==> config.mk <==
export PLATFORM = sky130hd
export DESIGN_NAME = writeback_queue_flat
export DESIGN_NICKNAME = d
export VERILOG_FILES = /design/src/rtl/wbq_pkg.sv /design/src/rtl/writeback_queue_if.sv /design/src/rtl/wbq_fifo.sv /design/src/rtl/writeback_queue.sv /design/src/flat_wrapper.sv
export SDC_FILE = /design/constraint.sdc
export NUM_CORES = 1
export LEC_CHECK = 0
export CAP_MARGIN = 5
export CORE_MARGIN = 10
export CORE_UTILIZATION = 40
export CTS_BUF_LIST = sky130_fd_sc_hd__clkbuf_8
export DETAILED_ROUTE_END_ITERATION = 10
export PLACE_DENSITY = 0.64
export REMOVE_ABC_BUFFERS = 1
export SLEW_MARGIN = 10
export SYNTH_ARGS = -nofsm -noshare
export SYNTH_HDL_FRONTEND = slang
export SYNTH_SLANG_ARGS = --single-unit
==> constraint.sdc <==
create_clock -name CLOCK -period 2.2 [get_ports CLOCK]
set_clock_uncertainty 0.15 [all_clocks]
set_input_delay 0.22 -clock CLOCK [delete_from_list [all_inputs] [get_ports CLOCK]]
set_output_delay 0.22 -clock CLOCK [all_outputs]
set_load 0.02 [all_outputs]
==> src/rtl/wbq_pkg.sv <==
// wbq_pkg: shared entry type and default sizing for the writeback queue.
package wbq_pkg;
   localparam int DEPTH_DEF  = 4;
   localparam int ADDR_W_DEF = 5;
   localparam int DATA_W_DEF = 32;
   localparam logic [ADDR_W_DEF-1:0] REG_ZERO = '0;
   typedef struct packed {
      logic [ADDR_W_DEF-1:0] addr;
      logic [DATA_W_DEF-1:0] data;
   } wbq_entry_t;
endpackage

==> src/rtl/writeback_queue_if.sv <==
// writeback_queue_if: result streams in, register-file write port and occupancy out.
interface writeback_queue_if #(
   parameter int DEPTH  = wbq_pkg::DEPTH_DEF,
   parameter int ADDR_W = wbq_pkg::ADDR_W_DEF,
   parameter int DATA_W = wbq_pkg::DATA_W_DEF
);
   logic                         p0_valid;
   logic [ADDR_W-1:0]            p0_addr;
   logic [DATA_W-1:0]            p0_data;
   logic                         p1_valid;
   logic                         p1_ready;
   logic [ADDR_W-1:0]            p1_addr;
   logic [DATA_W-1:0]            p1_data;
   logic [ADDR_W-1:0]            A3;
   logic [DATA_W-1:0]            WD3;
   logic                         RegWriteW;
   logic [$clog2(DEPTH+1)-1:0]   count;
   logic                         empty;
   modport master (
      output p0_valid, p0_addr, p0_data, p1_valid, p1_addr, p1_data,
      input  p1_ready, A3, WD3, RegWriteW, count, empty
   );
   modport slave (
      input  p0_valid, p0_addr, p0_data, p1_valid, p1_addr, p1_data,
      output p1_ready, A3, WD3, RegWriteW, count, empty
   );
endinterface

==> src/rtl/wbq_fifo.sv <==
// wbq_fifo: 2-write/1-read circular buffer with wrapping pointers and occupancy.
// WBQ_BYPASS_EN exposes storage and head pointer for the lookup search.
module wbq_fifo import wbq_pkg::*; #(
   parameter  int DEPTH = DEPTH_DEF,
   localparam int PW    = $clog2(DEPTH),
   localparam int CW    = $clog2(DEPTH+1)
) (
   input  logic            clk,
   input  logic            rst_n,
   input  logic            wr0_en,
   input  wbq_entry_t      wr0,
   input  logic            wr1_en,
   input  wbq_entry_t      wr1,
   input  logic            rd_en,
   output wbq_entry_t      rd,
   output logic [CW-1:0]   count
`ifdef WBQ_BYPASS_EN
   ,
   output wbq_entry_t [DEPTH-1:0] mem,
   output logic [PW-1:0]          head
`endif
);
   wbq_entry_t [DEPTH-1:0] mem_q, mem_d;
   logic [PW-1:0] head_q, head_d, tail_q, tail_d, t1, t2;
   logic [CW-1:0] count_q, count_d;

   function automatic logic [PW-1:0] nxt(input logic [PW-1:0] p);
      return (p == PW'(DEPTH-1)) ? '0 : p + 1'b1;
   endfunction

   always_comb begin
      t1 = nxt(tail_q);
      t2 = nxt(t1);
      mem_d = mem_q;
      if (wr0_en) mem_d[tail_q] = wr0;
      // p1 lands behind p0 when both enqueue in the same cycle
      if (wr1_en) mem_d[wr0_en ? t1 : tail_q] = wr1;
      tail_d = (wr0_en && wr1_en) ? t2 : (wr0_en || wr1_en) ? t1 : tail_q;
      head_d = rd_en ? nxt(head_q) : head_q;
      count_d = count_q + CW'(wr0_en) + CW'(wr1_en) - CW'(rd_en);
   end

   always_ff @(posedge clk or negedge rst_n) begin
      if (!rst_n) begin
         mem_q   <= '0;
         head_q  <= '0;
         tail_q  <= '0;
         count_q <= '0;
      end else begin
         mem_q   <= mem_d;
         head_q  <= head_d;
         tail_q  <= tail_d;
         count_q <= count_d;
      end
   end

   assign rd    = mem_q[head_q];
   assign count = count_q;
`ifdef WBQ_BYPASS_EN
   assign mem  = mem_q;
   assign head = head_q;
`endif
endmodule

==> src/rtl/writeback_queue.sv <==
// writeback_queue: merges pipeline and multi-cycle results into one register-file write per cycle.
// WBQ_BYPASS_EN adds two combinational lookup ports searching pending writes.
module writeback_queue import wbq_pkg::*; #(
   parameter  int DEPTH  = DEPTH_DEF,
   parameter  int DATA_W = DATA_W_DEF,
   parameter  int ADDR_W = ADDR_W_DEF,
   localparam int CW     = $clog2(DEPTH+1)
) (
   input logic                CLOCK,
   input logic                RESET_N,
   writeback_queue_if.slave   bus
`ifdef WBQ_BYPASS_EN
   ,
   input  logic [ADDR_W-1:0]  lk_addr1,
   input  logic [ADDR_W-1:0]  lk_addr2,
   output logic               lk_hit1,
   output logic               lk_hit2,
   output logic [DATA_W-1:0]  lk_data1,
   output logic [DATA_W-1:0]  lk_data2
`endif
);
   wbq_entry_t e0, e1, head_e;
   logic [CW-1:0] count;
   logic enq0, enq1, deq, p1_ready;
   logic [ADDR_W-1:0] a3_q, a3_d;
   logic [DATA_W-1:0] wd3_q, wd3_d;
   logic we_q, we_d;
`ifdef WBQ_BYPASS_EN
   localparam int PW = $clog2(DEPTH);
   wbq_entry_t [DEPTH-1:0] mem;
   logic [PW-1:0] head;
`endif

   always_comb begin
      e0 = '{addr: bus.p0_addr, data: bus.p0_data};
      e1 = '{addr: bus.p1_addr, data: bus.p1_data};
      enq0 = bus.p0_valid && (bus.p0_addr != REG_ZERO);
      // holding back p1 at DEPTH-1 keeps a free slot for p0, which cannot stall
      p1_ready = count <= CW'(DEPTH-2);
      enq1 = bus.p1_valid && p1_ready && (bus.p1_addr != REG_ZERO);
      deq = count != '0;
      a3_d  = deq ? head_e.addr : a3_q;
      wd3_d = deq ? head_e.data : wd3_q;
      we_d  = deq;
   end

   wbq_fifo #(.DEPTH(DEPTH)) u_fifo (
      .clk    (CLOCK),
      .rst_n  (RESET_N),
      .wr0_en (enq0),
      .wr0    (e0),
      .wr1_en (enq1),
      .wr1    (e1),
      .rd_en  (deq),
      .rd     (head_e),
      .count  (count)
`ifdef WBQ_BYPASS_EN
      ,
      .mem    (mem),
      .head   (head)
`endif
   );

   always_ff @(posedge CLOCK or negedge RESET_N) begin
      if (!RESET_N) begin
         a3_q  <= '0;
         wd3_q <= '0;
         we_q  <= 1'b0;
      end else begin
         a3_q  <= a3_d;
         wd3_q <= wd3_d;
         we_q  <= we_d;
      end
   end

   assign bus.p1_ready  = p1_ready;
   assign bus.A3        = a3_q;
   assign bus.WD3       = wd3_q;
   assign bus.RegWriteW = we_q;
   assign bus.count     = count;
   assign bus.empty     = (count == '0) && !we_q;

`ifdef WBQ_BYPASS_EN
   logic [PW-1:0] idx;
   // oldest first (output register, then head onward) so the youngest match overwrites
   always_comb begin
      idx = '0;
      lk_hit1  = we_q && (a3_q == lk_addr1) && (lk_addr1 != REG_ZERO);
      lk_data1 = wd3_q;
      lk_hit2  = we_q && (a3_q == lk_addr2) && (lk_addr2 != REG_ZERO);
      lk_data2 = wd3_q;
      for (int i = 0; i < DEPTH; i++) begin
         idx = PW'((int'(head) + i) % DEPTH);
         if (CW'(i) < count && mem[idx].addr == lk_addr1 && lk_addr1 != REG_ZERO) begin
            lk_hit1  = 1'b1;
            lk_data1 = mem[idx].data;
         end
         if (CW'(i) < count && mem[idx].addr == lk_addr2 && lk_addr2 != REG_ZERO) begin
            lk_hit2  = 1'b1;
            lk_data2 = mem[idx].data;
         end
      end
   end
`endif
endmodule

==> src/flat_wrapper.sv <==
// flat-port wrapper written by rule: the top's interface ports become plain ports
module writeback_queue_flat import wbq_pkg::*;
#(
   parameter  int DEPTH  = DEPTH_DEF,
   parameter  int DATA_W = DATA_W_DEF,
   parameter  int ADDR_W = ADDR_W_DEF,
   localparam int CW     = $clog2(DEPTH+1)
)
  (CLOCK, RESET_N, bus_p0_valid, bus_p0_addr, bus_p0_data, bus_p1_valid, bus_p1_addr, bus_p1_data, bus_p1_ready, bus_A3, bus_WD3, bus_RegWriteW, bus_count, bus_empty);
  writeback_queue_if #(.DEPTH(DEPTH), .ADDR_W(ADDR_W), .DATA_W(DATA_W)) bus_i ();
  input logic CLOCK;
  input logic RESET_N;
  input wire logic [$bits(bus_i.p0_valid)-1:0] bus_p0_valid;
  input wire logic [$bits(bus_i.p0_addr)-1:0] bus_p0_addr;
  input wire logic [$bits(bus_i.p0_data)-1:0] bus_p0_data;
  input wire logic [$bits(bus_i.p1_valid)-1:0] bus_p1_valid;
  input wire logic [$bits(bus_i.p1_addr)-1:0] bus_p1_addr;
  input wire logic [$bits(bus_i.p1_data)-1:0] bus_p1_data;
  output wire logic [$bits(bus_i.p1_ready)-1:0] bus_p1_ready;
  output wire logic [$bits(bus_i.A3)-1:0] bus_A3;
  output wire logic [$bits(bus_i.WD3)-1:0] bus_WD3;
  output wire logic [$bits(bus_i.RegWriteW)-1:0] bus_RegWriteW;
  output wire logic [$bits(bus_i.count)-1:0] bus_count;
  output wire logic [$bits(bus_i.empty)-1:0] bus_empty;
  assign bus_i.p0_valid = bus_p0_valid;
  assign bus_i.p0_addr = bus_p0_addr;
  assign bus_i.p0_data = bus_p0_data;
  assign bus_i.p1_valid = bus_p1_valid;
  assign bus_i.p1_addr = bus_p1_addr;
  assign bus_i.p1_data = bus_p1_data;
  assign bus_p1_ready = bus_i.p1_ready;
  assign bus_A3 = bus_i.A3;
  assign bus_WD3 = bus_i.WD3;
  assign bus_RegWriteW = bus_i.RegWriteW;
  assign bus_count = bus_i.count;
  assign bus_empty = bus_i.empty;
  writeback_queue #(.DEPTH(DEPTH), .DATA_W(DATA_W), .ADDR_W(ADDR_W)) u_core (.CLOCK(CLOCK), .RESET_N(RESET_N), .bus(bus_i));
endmodule
==> impl_metrics.env, run 1 <==
export IMPL_synth_cells=652
export IMPL_syn_cell_area_um2=10100
export IMPL_pin_count=121
export IMPL_wl_um=27400
export IMPL_grt_pass1_vias=7148
export IMPL_synthArstFlopShare=1.00
export IMPL_worst_r2r_cell_count=8
export IMPL_finalHoldViolCount=0
export IMPL_cts_tree="done"
export IMPL_met2_wirelength_um=13900
export IMPL_ys_seq_area_frac=0.480
export IMPL_post_route_util=0.525
export IMPL_timing_hold_ws_ns=0.120
export IMPL_area_growth_pct=30.2
export IMPL_vias=6321
export IMPL_status="finished, violations left"
export IMPL_ys_types=30
export IMPL_rsz0062_at_grt="yes"
export IMPL_drt_iter0_drc=257
export IMPL_crit_fanout=3
export IMPL_die_h_um=179
export IMPL_avgSynthCellArea_um2=15.4
export IMPL_critPathLaunchType="register"
export IMPL_wl_met1_um=12100
export IMPL_worst_pin_slew_ns=0.497
export IMPL_required_ns=2.39
export IMPL_wl_per_cell_um=23.4
export IMPL_synth_seq_cells=193
export IMPL_violations="setup timing"
export IMPL_drtPass1Iterations=6
export IMPL_rows=58
export IMPL_grt_usage=0.170
export IMPL_setup_ws_ns=-0.135
export IMPL_hp_class="in -> reg"
export IMPL_grt_overflow_total=0
export IMPL_critPathKind="reg -> reg"
export IMPL_globalplace_congestion=0.778
export IMPL_peakVddDrop_mv=0.744
export IMPL_die_width_um=179
export IMPL_crit_path_end_kind="register"
export IMPL_yosysWarningCount=0
export IMPL_start_util=0.403
export IMPL_h_tree_depth=4
export IMPL_grt_pass1_wl_um=41500
export IMPL_min_period_ns=2.34
export IMPL_p_leak_nw=5.49
export IMPL_relSlewSlack=0.669
export IMPL_grt_max_degree=58
export IMPL_insertion_delay_ns=0.47
export IMPL_drive_above_1_share=0.613
export IMPL_cp_arrival_ns=2.53
export IMPL_core_um2=25000
export IMPL_clk_pin_slew_worst_paths_ns=0.10
export IMPL_min_path_cells=4
export IMPL_post_route_drc_count=0
export IMPL_route_antenna_remaining_nets=0
export IMPL_clk_path_buf_depth=2
export IMPL_die_area_um2=31900
export IMPL_n_antenna_cell=0
export IMPL_finalNetCount=919
export IMPL_synth_edf_count=0
export IMPL_top_layer_used="met4"
export IMPL_synth_ff_type="dfrtp_1"
export IMPL_fmax_ghz=0.428
export IMPL_tritoncts_num_sinks=193
export IMPL_dr_wl_met3_um=1100
export IMPL_root_buffer="clkbuf_8"
export IMPL_dp_final_hpwl_um=17700
export IMPL_finalCritPeriodShare=1.06
export IMPL_p_per_area_nw_per_um2=1480
export IMPL_viasPerCell=5.38
export IMPL_fill_cells=2041
export IMPL_setup_violations=51
export IMPL_maxCapViolations=0
export IMPL_grt_antenna_before_repair=0
export IMPL_cts_buffers=17
export IMPL_drv_slew=0
export IMPL_portBuffers=120
final timing paths:
kind                                              from                 endpoint  slack, ns
worst max-delay path            u_core.u_fifo.count[2]   u_core.u_fifo.count[1]      -0.14
worst min-delay path                    bus_p0_addr[1]  u_core.u_fifo.mem_q[33]       0.12
worst max register to register  u_core.u_fifo.count[2]   u_core.u_fifo.count[1]      -0.14
worst min register to register       u_core.bus.WD3[1]        u_core.bus.WD3[1]       0.36
max in group asynchronous                      RESET_N  u_core.u_fifo.tail_q[1]       1.02
min in group asynchronous                      RESET_N        u_core.bus.WD3[7]       0.15
power breakdown:
| part | switching [mW] | internal [mW] | total [mW] |
|---|---|---|---|
| Combinational | 4.10 | 6.70 | 10.8 |
| Clock | 1.32 | 0.825 | 2.15 |
| Sequential | 1.02 | 5.46 | 6.48 |
| Total | 6.44 | 13.0 | 19.4 |
cell type report:
cell class / count / area, um^2 / area share
multi-input combinational: 410 / 5200 / 0.397
clock buffer: 18 / 248 / 0.0189
sequential: 193 / 4830 / 0.369
tap: 330 / 413 / 0.0315
inverter: 10 / 37.5 / 0.00286
timing repair buffer: 200 / 2270 / 0.173
clock inverter: 14 / 103 / 0.00782
cells in the mapped netlist (2+ instances only):
master	n	area (um^2)
fa_1	2	40.0
buf_6	10	113
mux2_1	2	22.5
nor2_1	3	11.3
buf_1	10	37.5
buf_4	3	22.5
ha_1	7	87.6
buf_2	7	35.0
dfrtp_1	193	4830
inv_1	10	37.5
nand2_1	5	18.8
nand3_2	2	20.0
o21ai_0	2	10.0
xnor2_1	2	17.5
clkbuf_1	9	33.8
mux4_2	37	833
or3_1	2	12.5
mux2i_1	2	20.0
mux2_2	333	3750
sequential cells by signal, indices dropped and copies added, names as in the netlist:
name,cells
u_core.u_fifo.tail_q,2
u_core.bus.A3,5
u_core.u_fifo.count,3
u_core.bus.WD3,32
u_core.bus.RegWriteW,1
u_core.u_fifo.head_q,2
u_core.u_fifo.mem_q,148
through the flow:
stage	power, mW	instances	instance area [um^2]	setup TNS (ns)	setup WS, ns
finish	19.4	1175	13100	-2.57	-0.135
global route	20.5	1175	13100	-6.59	-0.188
CTS	19.1	1165	12800	-2.34	-0.104
detailed placement	16.4	1116	12100	-112.96	-0.813
global placement	15.9	1116	12100	-109.19	-0.787
floorplan	12.9	613	9830	-111.04	-1.17
kinds of logic (layout without fill, tap and decap cells):
| kind of cell | Yosys count | count (layout) | synth area share |
|---|---|---|---|
| mux | 376 | 376 | 0.463 |
| flops | 193 | 193 | 0.480 |
| buf+inv | 49 | 242 | 0.0277 |
| simple gates | 18 | 18 | 0.0111 |
| fa+ha+maj | 9 | 9 | 0.0127 |
| compound gates | 4 | 4 | 0.00335 |
| xor+xnor | 3 | 3 | 0.00261 |
cell usage in the layout, fill, tap and decap left out, types with 4 or more instances in the layout:
| cell | n |
|---|---|
| dlygate4sd2_1 | 4 |
| inv_6 | 6 |
| dfrtp_1 | 191 |
| clkdlybuf4s50_1 | 111 |
| buf_4 | 37 |
| mux2_4 | 31 |
| buf_16 | 4 |
| buf_2 | 4 |
| mux4_2 | 37 |
| buf_12 | 25 |
| inv_2 | 6 |
| clkbuf_8 | 19 |
| clkinv_2 | 4 |
| clkinvlp_4 | 4 |
| inv_1 | 4 |
| mux2_2 | 305 |
| buf_6 | 7 |
critical path, cell delays in order, from the launching register on:
cell      delay [ns]
dfrtp_1         0.44
inv_2           0.08
ha_4            0.17
o221ai_4        0.22
buf_6           0.13
ha_4            0.19
fa_2            0.35
inv_2           0.06
fa_2            0.43
repair_timing:
item | 4_1_cts | 5_1_grt
endpoints found under the hold margin | 122 | 0
pin swaps | 11 | 6
cloned | 6 | 2
endpoints found under the setup margin | 152 | 106
hold buffers | 3 | 0
resized for setup | 52 | 52
buffers inserted | 9 | 10
routing by layer:
metal / vias up / GRT usage
li1: 2808 / -
met1: 3343 / 0.213
met2: 146 / 0.292
met3: 24 / 0.0350
met4: 0 / 0.0472
met5: - / 0
No activity file was read; power rests on OpenSTA's default activity.
==> inputs of run 2 (changes only) <==
Settings changed: GPL_TIMING_DRIVEN set to 0.
==> run 2 against run 1 <==
  * The run still ends with setup timing left
  * Sequential share of layout area is 0.082 points higher
  * Critical path depth down 1
  * Clock power grew 8%
  * Critical endpoint is now u_core.u_fifo.mem_q[113]
  * Largest power group unchanged
  * Highest routed layer is now met5
==> impl_metrics.env, run 2 (synthesis gave the netlist of run 1 again) <==
export IMPL_status="finished, violations left"
export IMPL_violations="setup timing"
export IMPL_dp_final_hpwl_um=16800
export IMPL_drtPass1Iterations=4
export IMPL_r2r_start="u_core.u_fifo.count[2]"
export IMPL_crit_fanout=7
export IMPL_vias=6320
export IMPL_start_util=0.403
export IMPL_finalNetCount=900
export IMPL_final_common_cell="mux2_2"
export IMPL_grt_usage=0.180
export IMPL_min_period_ns=2.35
export IMPL_clk_pin_slew_worst_paths_ns=0.11
export IMPL_die_area_um2=31900
export IMPL_post_route_drc_count=0
export IMPL_peakVddDrop_mv=0.663
export IMPL_cts_buffers=17
export IMPL_wl_um=29000
export IMPL_place_ws_ns=-1.48
export IMPL_crit_path_end_kind="register"
export IMPL_worst_pin_slew_ns=0.793
export IMPL_p_per_area_nw_per_um2=1510
export IMPL_cp_arrival_ns=2.55
export IMPL_hold_start="bus_p0_addr[1]"
export IMPL_insertion_delay_ns=0.46
export IMPL_grt_overflow_total=0
export IMPL_largest_reg_flops=148
export IMPL_globalplace_congestion=0.710
export IMPL_critPathKind="reg -> reg"
export IMPL_root_buffer="clkbuf_8"
export IMPL_setup_ws_ns=-0.146
export IMPL_grt_pass1_vias=7329
export IMPL_h_tree_depth=4
export IMPL_drv_slew=0
export IMPL_r2r_slack_ns=-0.15
export IMPL_post_route_util=0.524
export IMPL_finalHoldViolCount=0
export IMPL_rsz0062_at_grt="yes"
export IMPL_viasPerCell=5.46
export IMPL_largest_register="u_core.u_fifo.mem_q"
export IMPL_wl_per_cell_um=25.0
export IMPL_portBuffers=120
export IMPL_grt_max_degree=98
export IMPL_final_cell_mix="mux2_2, dfrtp_1, clkdlybuf4s50_1, mux2_4, mux4_2"
export IMPL_pin_count=121
export IMPL_relSlewSlack=0.471
export IMPL_tns_ns=-7.30
export IMPL_cts_tree="done"
export IMPL_setup_violations=83
export IMPL_die_width_um=179
export IMPL_p_leak_nw=5.39
export IMPL_required_ns=2.40
export IMPL_core_um2=25000
export IMPL_finalCritPeriodShare=1.07
export IMPL_critPathLaunchType="register"
export IMPL_rows=58
export IMPL_hp_class="in -> reg"
export IMPL_fmax_ghz=0.426
export IMPL_holdPathEnd="u_core.u_fifo.mem_q[107]"
export IMPL_die_h_um=179
export IMPL_drt_iter0_drc=328
export IMPL_clk_path_buf_depth=2
export IMPL_worst_r2r_cell_count=7
export IMPL_timing_rr_end="u_core.u_fifo.mem_q[113]"
export IMPL_min_path_cells=3
export IMPL_route_antenna_remaining_nets=0
export IMPL_crit_path_start="u_core.u_fifo.count[2]"
export IMPL_maxCapViolations=0
export IMPL_grt_antenna_before_repair=2
export IMPL_tritoncts_num_sinks=193
export IMPL_drive_above_1_share=0.610
export IMPL_area_growth_pct=30.0
export IMPL_grt_pass1_wl_um=43300
==> run 2: layout make-up <==
cell class | instances | area [um^2]
Tap cell | 330 | 413
Timing Repair Buffer | 176 | 2010
Clock inverter | 14 | 146
Antenna cell | 2 | 5.00
Clock buffer | 18 | 248
Inverter | 10 | 40.0
Fill cell | 2089 | 11900
Multi-Input combinational cell | 415 | 5390
Sequential cell | 193 | 4840
==> run 2: layer usage <==
| layer | GRT usage | wire length, um |
|---|---|---|
| met4 | 0.0444 | 391 |
| met2 | 0.317 | 15100 |
| met3 | 0.0455 | 1420 |
| met5 | 0 | 13 |
| met1 | 0.216 | 12000 |
==> run 2: worst max-delay path, stage by stage (launching register included) <==
cell	delay [ns]
dfrtp_1	0.45
nor3b_4	0.27
o221ai_4	0.14
buf_6	0.15
buf_6	0.13
or3_4	0.47
buf_8	0.19
mux2_2	0.28
==> run 2: worst max-delay path by stage <==
stage                                    end  cells after the start
floorplan             u_core.u_fifo.count[1]                      6
global placement     u_core.u_fifo.mem_q[96]                      1
detailed placement   u_core.u_fifo.mem_q[56]                      8
CTS                 u_core.u_fifo.mem_q[121]                      7
global route        u_core.u_fifo.mem_q[137]                      7
finish              u_core.u_fifo.mem_q[113]                      7
==> run 2: timing repair <==
action / 4_1_cts / 5_1_grt
hold buffers: 1 / 0
pin swaps: 15 / 7
resized for setup: 101 / 19
endpoints found under the setup margin: 154 / 151
cloned: 9 / 2
buffers inserted: 30 / 8
endpoints found under the hold margin: 96 / 0
==> run 2: through the flow <==
stage,total power [mW],hold WS (ns),cells,instance area (um^2)
global route,21.0,0.0238,1156,13100
detailed placement,16.1,0.156,1074,11700
finish,19.8,0.0443,1158,13100
floorplan,12.9,-0.226,613,9830
global placement,15.3,0.340,1063,11400
CTS,19.6,0.000592,1146,12900
==> run 2: where the power goes <==
group	switching, mW	internal [mW]
clock	1.37	0.963
sequential	1.14	5.46
combinational	4.18	6.70
total	6.69	13.1
